**src/rtl/clk_div_inv_if.sv**
```systemverilog
`default_nettype none
// ============================================================================
// Module      : clk_div_inv_if
// Description : Control/status bundle for the multi-channel clock
//               divider/inverter. Master drives run/load controls and per-channel
//               divide/invert values. Slave returns the divided outputs, edge
//               strobes and pending-update flags.
// Revision    : 1.0 - initial release
// ============================================================================
interface clk_div_inv_if #(
    parameter int CHANNELS = 4,
    parameter int WIDTH    = 8
);
    logic                      en;
    logic                      load;
    logic [CHANNELS*WIDTH-1:0] div;
    logic [CHANNELS-1:0]       inv;
    logic [CHANNELS-1:0]       out;
    logic [CHANNELS-1:0]       tick;
    logic [CHANNELS-1:0]       pend;

    modport master (
        output en, load, div, inv,
        input  out, tick, pend
    );

    modport slave (
        input  en, load, div, inv,
        output out, tick, pend
    );
endinterface
`default_nettype wire

```
**src/rtl/clk_div_inv.sv**
```systemverilog
`default_nettype none
// ============================================================================
// Module      : clk_div_inv
// Description : Multi-channel programmable clock divider/inverter. Each channel
//               produces a 50% duty square wave with half-period div+1 cycles,
//               optional inversion and a one-cycle rising-phase strobe.
//               Ratio/polarity updates are staged and only applied at a
//               half-period boundary (or at once while halted), so no runt
//               pulses are produced.
// Revision    : 1.0 - initial release
// ============================================================================
module clk_div_inv #(
    parameter int CHANNELS = 4,
    parameter int WIDTH    = 8
) (
    input  wire logic      clk,
    input  wire logic      rst_n,
    clk_div_inv_if.slave   bus
);

    logic [CHANNELS-1:0] w_out;
    logic [CHANNELS-1:0] w_tick;
    logic [CHANNELS-1:0] w_pend;

    generate
        for (genvar i = 0; i < CHANNELS; i++) begin : g_ch
            logic [WIDTH-1:0] w_div_in;
            logic [WIDTH-1:0] r_cnt;
            logic             r_q;
            logic [WIDTH-1:0] r_div_act;
            logic             r_inv_act;
            logic [WIDTH-1:0] r_div_pend;
            logic             r_inv_pend;
            logic             r_pend;
            logic             r_out;
            logic             r_tick;
            logic             w_boundary;

            assign w_div_in   = bus.div[i*WIDTH +: WIDTH];
            assign w_boundary = (r_cnt == r_div_act);

            // Per-channel counter, phase, staged update and registered outputs.
            // A load in the same cycle as an apply re-arms pend with the new
            // values; the apply itself always consumes the previously held ones.
            always_ff @(posedge clk or negedge rst_n) begin
                if (!rst_n) begin
                    r_cnt      <= '0;
                    r_q        <= 1'b0;
                    r_div_act  <= '0;
                    r_inv_act  <= 1'b0;
                    r_div_pend <= '0;
                    r_inv_pend <= 1'b0;
                    r_pend     <= 1'b0;
                    r_out      <= 1'b0;
                    r_tick     <= 1'b0;
                end else begin
                    if (bus.load) begin
                        r_div_pend <= w_div_in;
                        r_inv_pend <= bus.inv[i];
                        r_pend     <= 1'b1;
                    end

                    if (bus.en) begin
                        if (!w_boundary) begin
                            r_cnt  <= r_cnt + WIDTH'(1);
                            r_tick <= 1'b0;
                        end else begin
                            r_cnt  <= '0;
                            r_q    <= ~r_q;
                            r_tick <= ~r_q;
                            if (r_pend) begin
                                r_div_act <= r_div_pend;
                                r_inv_act <= r_inv_pend;
                                r_out     <= ~r_q ^ r_inv_pend;
                                if (!bus.load) begin
                                    r_pend <= 1'b0;
                                end
                            end else begin
                                r_out <= ~r_q ^ r_inv_act;
                            end
                        end
                    end else begin
                        // Halted: counter and phase freeze, but a staged update
                        // is safe to apply immediately since no edge is in flight.
                        r_tick <= 1'b0;
                        if (r_pend) begin
                            r_div_act <= r_div_pend;
                            r_inv_act <= r_inv_pend;
                            r_out     <= r_q ^ r_inv_pend;
                            if (!bus.load) begin
                                r_pend <= 1'b0;
                            end
                        end
                    end
                end
            end

            assign w_out[i]  = r_out;
            assign w_tick[i] = r_tick;
            assign w_pend[i] = r_pend;
        end
    endgenerate

    assign bus.out  = w_out;
    assign bus.tick = w_tick;
    assign bus.pend = w_pend;

endmodule
`default_nettype wire
```
**src/flat_wrapper.sv**
```systemverilog
// flat-port wrapper written by rule: the top's interface ports become plain ports
module clk_div_inv_flat 
#(
    parameter int CHANNELS = 4,
    parameter int WIDTH    = 8
)
  (clk, rst_n, bus_en, bus_load, bus_div, bus_inv, bus_out, bus_tick, bus_pend);
  clk_div_inv_if #(.CHANNELS(CHANNELS), .WIDTH(WIDTH)) bus_i ();
  input  wire logic clk;
  input  wire logic rst_n;
  input wire logic [$bits(bus_i.en)-1:0] bus_en;
  input wire logic [$bits(bus_i.load)-1:0] bus_load;
  input wire logic [$bits(bus_i.div)-1:0] bus_div;
  input wire logic [$bits(bus_i.inv)-1:0] bus_inv;
  output wire logic [$bits(bus_i.out)-1:0] bus_out;
  output wire logic [$bits(bus_i.tick)-1:0] bus_tick;
  output wire logic [$bits(bus_i.pend)-1:0] bus_pend;
  assign bus_i.en = bus_en;
  assign bus_i.load = bus_load;
  assign bus_i.div = bus_div;
  assign bus_i.inv = bus_inv;
  assign bus_out = bus_i.out;
  assign bus_tick = bus_i.tick;
  assign bus_pend = bus_i.pend;
  clk_div_inv #(.CHANNELS(CHANNELS), .WIDTH(WIDTH)) u_core (.clk(clk), .rst_n(rst_n), .bus(bus_i));
endmodule
```
**config.mk**
```make
export PLATFORM = sky130hd
export DESIGN_NAME = clk_div_inv_flat
export DESIGN_NICKNAME = d
export VERILOG_FILES = /design/src/rtl/clk_div_inv_if.sv /design/src/rtl/clk_div_inv.sv /design/src/flat_wrapper.sv
export SDC_FILE = /design/constraint.sdc
export NUM_CORES = 1
export LEC_CHECK = 0
export BUFFER_PORTS_ARGS = -buffer_cell sky130_fd_sc_hd__buf_2
export CELL_PAD_IN_SITES_DETAIL_PLACEMENT = 1
export CELL_PAD_IN_SITES_GLOBAL_PLACEMENT = 2
export CORE_AREA = 5 5 179 129
export DETAILED_ROUTE_END_ITERATION = 12
export DIE_AREA = 0 0 184 134
export PLACE_DENSITY_LB_ADDON = 0.05
export SKIP_CTS_REPAIR_TIMING = 1
export SLEW_MARGIN = 20
export SYNTH_ARGS = -nofsm -noshare
export SYNTH_HDL_FRONTEND = slang
export SYNTH_SLANG_ARGS = --single-unit
```
**constraint.sdc**
```tcl
create_clock -name clk -period 1.9 [get_ports clk]
set_input_delay 0.095 -clock clk [delete_from_list [all_inputs] [get_ports clk]]
set_output_delay 0.095 -clock clk [all_outputs]
set_load 0.005 [all_outputs]
```
==> impl_metrics.json <==
{
  "place_congestion": 0.7212,
  "status": "finished clean",
  "ys_seq_area_share_pct": 48.08,
  "met1Wirelength_mm": 8.231,
  "p_per_area_nw_per_um2": 1162,
  "crit_path_max_incr_delay_ns": 0.44,
  "nets": 680,
  "num_rows": 45,
  "cts_root_buf": "clkbuf_16",
  "arrival_ns": 2.01,
  "routed-wl-met2_mm": 6.996,
  "wl_mm": 15.81,
  "io_buffers": 51,
  "grt-ovfl-total": 0,
  "grt_use_total_pct": 13.51,
  "setup-violations-final": 0,
  "cap_viol_max_count": 0,
  "syn_area_um2": 6246,
  "route.detailed.drc": 0,
  "highest_layer": "met4",
  "crit_required_ns": 2.23,
  "worst_pin_slew_ns": 0.5700,
  "drive_above_1_share_pct": 29.89,
  "grt_max_degree": 38,
  "yosysWarnings": 0,
  "start_util_pct": 29.35,
  "cts_tree": "yes",
  "path_clk_slew_ns": 0.06,
  "post_drt_wl_per_cell_um": 16.98,
  "route.met3.wl_um": 392,
  "vdd_ir_drop_max_uv": 660.7,
  "ant_nets": 0,
  "dp_hpwl_mm": 10.69,
  "cts_buffers": 17,
  "post_dp_cell_area_um2": 6853,
  "vias": 4458,
  "antenna_found_initial": 0,
  "syn_to_final_growth_pct": 24.58,
  "worst-path-buf-inv": 1,
  "clkLatencyLatePin_ns": 0.41,
  "hold_class": "in2reg",
  "synth-seq-cells": 120,
  "worst_path_max_delay_cell": "dfrtp_1",
  "crit_path_cell_trace": "xnor2_1, nand4_2, o21a_1, buf_4, o211ai_2",
  "die-area_um2": 24660,
  "grt_pass1_vias": 4800,
  "die-height_um": 134,
  "postLayoutCoreUtil_pct": 36.56,
  "post-route-min-period_ns": 1.676,
  "die_x_um": 184,
  "slew_violations": 0,
  "endpoint_kind": "flip-flop",
  "core_area_um2": 21280,
  "drt_iter0_markers": 177,
  "antennaDiodeCount": 0,
  "nFillCells": 2335,
  "cts.htree.levels": 4,
  "syn_inst": 548,
  "boundaryPins": 52,
  "syn_avg_cell_area_um2": 11.40,
  "max_freq_mhz": 596.8,
  "cts.path.max_buffers": 2,
  "syn-num-nets": 592,
  "start_kind": "flip-flop",
  "stdcell_area_um2": 7781,
  "first_pass_iters": 4,
  "final.period_utilization_pct": 88.19,
  "criticalPathCategory": "reg2reg",
  "hold_viol": 0,
  "crit_family": "compound AO/OA/AOI/OAI gates",
  "rsz0062_at_grt": "false",
  "yosysUniqueCellTypes": 31,
  "fin_skew_ns": 0.009357,
  "cts_sinks": 120,
  "fin_tns_setup_ns": 0,
  "p_leak_nw": 3.286,
  "grt_pass1_wl_mm": 26.35,
  "path_max_fanout": 10,
  "detail_route.vias_per_cell": 4.788,
  "relSlewSlack_pct": 62.00
}
[synth_stat cells (all sizes together)]
master | instances | share of area [%]
dfrtp | 120 | 48
o211ai | 80 | 13
nand2 | 54 | 3.2
mux2 | 40 | 7.2
nand2b | 40 | 4.0
xnor2 | 40 | 5.7
nor2 | 34 | 2.0
buf | 30 | 3.4
xor2 | 20 | 2.8
nand4 | 18 | 2.1
clkbuf | 17 | 1.0
mux2i | 8 | 1.3
nor3b | 8 | 0.96
nor3 | 6 | 1.2
nand3 | 5 | 0.40
a21o | 4 | 0.48
a22o | 4 | 0.56
ha | 4 | 0.80
nor4 | 4 | 0.40
o21a | 4 | 0.48
o32ai | 4 | 0.56
and3 | 2 | 0.20
and4 | 1 | 0.14
inv | 1 | 0.060
[sequential cells by signal, indices dropped and copies added (netlist names)]
register and flops:
u_core.g_ch.r_cnt 32, u_core.g_ch.r_div_act 32, u_core.g_ch.r_div_pend 32, u_core.g_ch.r_inv_act 4
u_core.g_ch.r_inv_pend 4, u_core.g_ch.r_out 4, u_core.g_ch.r_pend 4, u_core.g_ch.r_q 4
u_core.g_ch.r_tick 4
[stage by stage]
step                      hold WS [ns]  instances  power, mW  setup slack (ns)
after floorplan                -0.2006        548      5.265            0.4678
after global placement          0.1279        862      5.883            0.2007
after detailed placement        0.1348        862      5.945            0.2012
after CTS                      -0.3266        894      9.149            0.2044
after global routing            0.1830        931      9.613           0.07410
final                           0.1719        931      9.040            0.2245
[worst reg2reg max path: cells and delay by family (launching register included)]
family,cells,cell delay (ns)
compound gates,2,0.55
flops,1,0.44
xor+xnor,1,0.21
buf+inv,1,0.25
simple gates,1,0.14
[metal layers]
| metal | vias up | track usage [%] |
|---|---|---|
| li1 | 2124 | - |
| met1 | 2275 | 19.63 |
| met2 | 47 | 20.04 |
| met3 | 12 | 2.819 |
| met4 | 0 | 4.475 |
| met5 | - | 0 |
[report_power, final]
part,internal (mW),total (mW),switching (mW),leakage (nW)
logic,1.08,2.13,1.05,1.56
clock network,1.95,3.12,1.17,0.271
registers,3.10,3.79,0.691,1.45
total,6.13,9.04,2.91,3.29
[layout by cell type, fill, tap and decap left out, drive strengths merged, types with 23 or more instances in the layout]
| cell type | Yosys | final |
|---|---|---|
| o211ai | 80 | 80 |
| dfrtp | 120 | 120 |
| nor2 | 34 | 34 |
| clkbuf | 17 | 23 |
| nand2b | 40 | 40 |
| mux2 | 40 | 40 |
| xnor2 | 40 | 40 |
| buf | 30 | 79 |
| nand2 | 54 | 54 |
| dlygate4sd3 | 0 | 37 |
[kinds of logic after synthesis]
logic type	count (synthesis)	share of synthesized area, %
compound gates	96	14.90
mux	48	8.494
flops	120	48.08
fa+ha+maj	4	0.8013
simple gates	172	14.70
xor+xnor	60	8.534
buf+inv	48	4.487
[worst paths after layout]
kind                                                     startpoint                                        to  slack (ns)  cells after the start
setup reg to reg                u_core.g_ch[2].r_cnt[2]$_DFFE_PN0P_   u_core.g_ch[2].r_div_act[6]$_DFFE_PN0P_        0.22                      5
hold / removal                                             bus_load           u_core.g_ch[0].r_pend$_DFF_PN0_        0.17                      2
min in group asynchronous                                     rst_n  u_core.g_ch[1].r_div_pend[6]$_DFFE_PN0P_        0.21                      2
max in group asynchronous                                     rst_n   u_core.g_ch[3].r_div_act[1]$_DFFE_PN0P_        1.07                      3
setup / recovery                u_core.g_ch[2].r_cnt[2]$_DFFE_PN0P_   u_core.g_ch[2].r_div_act[6]$_DFFE_PN0P_        0.22                      5
hold reg to reg            u_core.g_ch[2].r_div_pend[0]$_DFFE_PN0P_  u_core.g_ch[2].r_div_pend[0]$_DFFE_PN0P_        0.50                      1
[layout make-up]
type	count	area, um2	share of cell area [%]
clock buffers	23	457.9	5.885
clock inverters	9	100.1	1.286
inverters	1	3.754	0.04824
multi-input cells	380	2963	38.08
flip-flops and latches	120	3003	38.59
well taps	282	352.8	4.534
repair buffers	116	900.9	11.58
No activity file was read; power rests on OpenSTA's default activity.
